### config.mk
export PLATFORM = sky130hd
export DESIGN_NAME = stack_unit
export DESIGN_NICKNAME = d
export VERILOG_FILES = /design/src/rtl/stack_unit.sv
export SDC_FILE = /design/constraint.sdc
export NUM_CORES = 1
export LEC_CHECK = 0
export BUFFER_PORTS_ARGS = -buffer_cell sky130_fd_sc_hd__buf_4
export CORE_MARGIN = 1.5
export CORE_UTILIZATION = 50
export DETAILED_ROUTE_END_ITERATION = 16
export PLACE_DENSITY = 0.78
export SYNTH_ARGS = -nofsm -noshare
export SYNTH_HDL_FRONTEND = slang
export SYNTH_SLANG_ARGS = --single-unit
export TNS_END_PERCENT = 50
### constraint.sdc
create_clock -name clk -period 2.7 [get_ports clk]
set_input_delay 0.675 -clock clk [delete_from_list [all_inputs] [get_ports clk]]
set_output_delay 0.675 -clock clk [all_outputs]
set_load 0.03 [all_outputs]
### src/rtl/stack_unit.sv
// LIFO word stack for the stack calculator: push/pop/swap/dup/over/rot/replace with sticky error flags.
// Optional synchronous clear port `clr` is enabled by defining STACK_UNIT_CLEAR_EN.
module stack_unit #(
  parameter int WIDTH = 4,
  parameter int DEPTH = 8,
  localparam int CNT_W = $clog2(DEPTH + 1)
) (
  input  logic             clk,
  input  logic             rst,
`ifdef STACK_UNIT_CLEAR_EN
  input  logic             clr,
`endif
  input  logic             op_valid,
  input  logic [2:0]       op_code,
  input  logic [WIDTH-1:0] in_word,
  input  logic             err_clr,
  output logic [WIDTH-1:0] top_word,
  output logic [WIDTH-1:0] second_word,
  output logic [CNT_W-1:0] count,
  output logic             empty,
  output logic             full,
  output logic             overflow,
  output logic             underflow
);

  typedef enum logic [2:0] {
    OP_NOP     = 3'b000,
    OP_PUSH    = 3'b001,
    OP_POP     = 3'b010,
    OP_SWAP    = 3'b011,
    OP_DUP     = 3'b100,
    OP_OVER    = 3'b101,
    OP_ROT     = 3'b110,
    OP_REPLACE = 3'b111
  } op_t;

  localparam logic [CNT_W-1:0] CNT_FULL = CNT_W'(DEPTH);
  localparam logic [CNT_W-1:0] CNT_ONE  = CNT_W'(1);

  logic [WIDTH-1:0] stack_reg  [DEPTH];
  logic [WIDTH-1:0] stack_next [DEPTH];
  logic [WIDTH-1:0] shift_dn   [DEPTH];
  logic [WIDTH-1:0] shift_up   [DEPTH];
  logic [CNT_W-1:0] count_reg, count_next;
  logic             overflow_reg, overflow_next;
  logic             underflow_reg, underflow_next;

  op_t              op;
  logic [1:0]       need;
  logic             grow;
  logic             ovf_set;
  logic             udf_set;

  assign op = op_t'(op_code);

  // Shifted views of the stack; vacated slots fill with zero, slot 0 of shift_dn is overwritten by the op.
  generate
    for (genvar gi = 0; gi < DEPTH; gi++) begin : g_shift
      if (gi == 0) begin : g_first
        assign shift_dn[gi] = '0;
      end else begin : g_rest
        assign shift_dn[gi] = stack_reg[gi-1];
      end
      if (gi == DEPTH - 1) begin : g_last
        assign shift_up[gi] = '0;
      end else begin : g_body
        assign shift_up[gi] = stack_reg[gi+1];
      end
    end
  endgenerate

  always_comb begin
    stack_next = stack_reg;
    count_next = count_reg;
    grow       = 1'b0;
    ovf_set    = 1'b0;
    udf_set    = 1'b0;

    case (op)
      OP_POP, OP_DUP:              need = 2'd1;
      OP_SWAP, OP_OVER, OP_REPLACE: need = 2'd2;
      OP_ROT:                      need = 2'd3;
      default:                     need = 2'd0;
    endcase

    if (op_valid && op != OP_NOP) begin
      if (count_reg < CNT_W'(need)) begin
        udf_set = 1'b1;
      end else begin
        case (op)
          OP_PUSH: begin
            stack_next    = shift_dn;
            stack_next[0] = in_word;
            grow          = 1'b1;
          end
          OP_DUP: begin
            stack_next    = shift_dn;
            stack_next[0] = stack_reg[0];
            grow          = 1'b1;
          end
          OP_OVER: begin
            stack_next    = shift_dn;
            stack_next[0] = stack_reg[1];
            grow          = 1'b1;
          end
          OP_POP: begin
            stack_next = shift_up;
            count_next = count_reg - CNT_ONE;
          end
          OP_SWAP: begin
            stack_next[0] = stack_reg[1];
            stack_next[1] = stack_reg[0];
          end
          OP_ROT: begin
            stack_next[0] = stack_reg[2];
            stack_next[1] = stack_reg[0];
            stack_next[2] = stack_reg[1];
          end
          OP_REPLACE: begin
            stack_next    = shift_up;
            stack_next[0] = in_word;
            count_next    = count_reg - CNT_ONE;
          end
          default: ;
        endcase
      end
    end

    // A full stack drops its bottom entry instead of growing.
    if (grow) begin
      if (count_reg == CNT_FULL) begin
        ovf_set = 1'b1;
      end else begin
        count_next = count_reg + CNT_ONE;
      end
    end

`ifdef STACK_UNIT_CLEAR_EN
    if (clr) begin
      stack_next = '{default: '0};
      count_next = '0;
      ovf_set    = 1'b0;
      udf_set    = 1'b0;
    end
`endif

    // Setting a flag takes priority over clearing it in the same cycle.
    overflow_next  = (overflow_reg & ~err_clr) | ovf_set;
    underflow_next = (underflow_reg & ~err_clr) | udf_set;
  end

  always_ff @(posedge clk or negedge rst) begin
    if (!rst) begin
      stack_reg     <= '{default: '0};
      count_reg     <= '0;
      overflow_reg  <= 1'b0;
      underflow_reg <= 1'b0;
    end else begin
      stack_reg     <= stack_next;
      count_reg     <= count_next;
      overflow_reg  <= overflow_next;
      underflow_reg <= underflow_next;
    end
  end

  assign top_word    = stack_reg[0];
  assign second_word = stack_reg[1];
  assign count       = count_reg;
  assign empty       = (count_reg == '0);
  assign full        = (count_reg == CNT_FULL);
  assign overflow    = overflow_reg;
  assign underflow   = underflow_reg;

endmodule

==> summary.txt <==
Setup bufs post-CTS: 0
Most common cell in the netlist: dfrtp_1
Die area: 5000 um2
Final setup margin: 0.500 ns
VDD IR-drop max: 0.366 mV
Endpoint class of the critical path: register
Resize count post-CTS: 0
Largest net degree at the start of global routing: 39
Die height: 70.7 um
# rows: 24
Worst-skew pair later-pin latency: 0.29 ns
Synthesized instance count: 230
First-pass GRT wire length: 7.92 mm
Area leader, netlist: dfrtp_1
Io pins: 27
Synth cell count leaders: dfrtp_1, nand2_1, mux2i_1
Register bit total from synthesis: 38
Initial Util: 52.3%
Sw Pwr: 1.15 mW
DR WL/cell: 14.8 um
Number of CTS-inserted buffers: 5
Sequential-to-total area share from yosys stat: 41.5%
Die W: 70.7 um
Total Power: 2.77 mW
Power density over the cells: 1090 nW/um2
Total track usage: 19.6%
Hold WC Path Type: in2async
Vias in the first global route: 1634
Pleak: 1.16 nW
Clock slew at reported path FFs: 0.08 ns
Flop-to-flop setup slack: 0.61 ns
Final Skew: 0.00877 ns
Synth area leaders: dfrtp_1, mux2i_1, nand2_1
Synth warn: 0
Startpoint Class: primary input
Ys async rst share: 100%
Slew of the pin with the lowest slew margin: 0.523 ns
R2R Path End: count[1]$_DFF_PN0_
GR Overflow Total: 0
Layout area overhead: 11.1%
Drt total wl: 4.48 mm
Routed vias: 1740
I/O Buffers: 26
Worst EP required: 2.88 ns
DR pass1 iterations: 4
RePlAce Congestion: 0.805
Max reg flops: 20
Via/cell ratio: 5.74
Critical setup path kind: in2reg
DRC errors left: 0
H-Tree Depth: 2
Final Hold Viols: 0
Syn Std Cell Area: 2290 um2
Final slew viol count: 0
RSZ-0062 raised after global routing: false
Syn nets: 245
Internal: 1.61 mW
Dpl hpwl: 3.09 mm
Mapped Avg Cell Area: 9.97 um2
Number of synthesized flops with an enable pin: 0
Part of the power in registers: 40.4%
Setup violations, final: 0
Net Sw Frac: 41.7%
Crit path DAT: 2.38 ns
Routed Antenna Nets: 0
Rel. slew slack: 65.0%
# fillers: 378
RR Startpoint: count[0]$_DFF_PN0_
Distinct cells, synth: 44
Crit path max fanout: 36
Clock power frac: 17.3%
Clock Tree Root: clkbuf_8
Max-cap violations: 0
Fmax: 454 MHz
# nets final: 265
Post-synth top flop: dfrtp_1
Initial DRC count: 170
Antenna violations before repair: 0
Setup_tns: 0 ns
Core Area: 4380 um2
Shortest period the worst path allows: 2.20 ns
Outcome: finished clean
Clock Sinks: 38
R2R depth: 7
Max Root-Sink Buffers: 2
Setup WS pre-CTS: 0.195 ns
Layout cells sized above 1: 25.9%
Fin crit share: 81.5%
Hold buffers post-CTS: 0
CTS tree: done
ANT cells: 0
Yosys top cell area share: 41.5%
Comb pwr share: 42.3%
==> power groups by stage <==
| stage | logic, mW | clock network [mW] | registers, mW |
|---|---|---|---|
| final | 1.17 | 0.478 | 1.12 |
| after global routing | 1.30 | 0.513 | 1.16 |
| after CTS | 1.18 | 0.486 | 1.11 |
| after detailed placement | 1.17 | 0 | 1.12 |
| after global placement | 1.14 | 0 | 1.11 |
| after floorplan | 0.932 | 0 | 1.10 |
==> metal layers <==
metal | GRT usage (%) | up-vias | wire length [um]
met2 | 29.3 | 44 | 1990
met5 | 0 | - | 0
li1 | - | 847 | -
met3 | 4.70 | 10 | 195
met4 | 5.45 | 0 | 76
met1 | 28.8 | 839 | 2220
==> worst max-delay path, cell delays in order <==
cell,delay (ns)
buf_4,0.20
and2_1,0.17
a21oi_1,0.05
ha_1,0.31
o31ai_4,0.13
a221o_1,0.34
buf_4,0.26
a22o_1,0.23
==> layout make-up <==
type	instances	area (um2)	area share [%]
Multi-Input combinational cell	163	1130	44.6
Tap cell	52	65.1	2.56
Timing Repair Buffer	35	263	10.3
Sequential cell	38	951	37.3
Inverter	7	26.3	1.03
Clock inverter	1	30.0	1.18
Clock buffer	7	76.3	3.00
==> placed cells by master (no fill, tap or decap), types with 2 or more instances in the layout <==
cell type | Yosys | final
a211oi_2 | 2 | 2
a21oi_1 | 8 | 8
a22o_1 | 5 | 5
a31oi_1 | 8 | 8
buf_4 | 9 | 35
clkbuf_1 | 2 | 2
clkbuf_8 | 0 | 5
dfrtp_1 | 38 | 38
ha_1 | 4 | 4
inv_1 | 7 | 7
mux2_1 | 4 | 4
mux2i_1 | 20 | 20
nand2_1 | 36 | 36
nand3_1 | 3 | 3
nand3b_1 | 5 | 5
nand4_1 | 2 | 2
nor2_1 | 15 | 15
nor2b_1 | 4 | 4
o211ai_1 | 4 | 4
o21ai_0 | 5 | 5
o21ai_1 | 2 | 2
o21ai_2 | 15 | 15
==> cell families (layout without fill, tap and decap cells) <==
group	count (synthesis)	count (layout)	synth area share, %
AND/OR/NAND/NOR	72	72	14.6
buffers and inverters	29	50	9.01
flip-flops	38	38	41.5
adder cells (fa/ha/maj)	4	4	2.18
XOR/XNOR	2	2	0.764
AO/OA/AOI/OAI	61	61	21.3
multiplexers	24	24	10.7
==> stage by stage <==
stage	std cells	hold WS (ns)	utilization, %	instance area (um2)
3_3_place_gp	295	0.481	55.7	2440
6_report	303	0.341	58.1	2550
2_1_floorplan	230	0.379	-	2290
5_1_grt	303	0.382	58.1	2550
4_1_cts	303	0.360	58.1	2550
3_5_place_dp	295	0.484	55.7	2440
==> how the worst max path moves through the flow <==
stage,from,end,cells past startpoint
after detailed placement,op_code[2],shift_up[6]$_DFFE_PN0P_,8
final,op_code[2],shift_up[6]$_DFFE_PN0P_,8
after global placement,op_code[2],shift_up[4]$_DFFE_PN0P_,8
after floorplan,op_code[1],top_word[0]$_DFFE_PN0P_,8
after global routing,op_code[2],shift_dn[14]$_DFFE_PN0P_,10
after CTS,op_code[2],shift_up[7]$_DFFE_PN0P_,8
No activity file was read; power rests on OpenSTA's default activity.
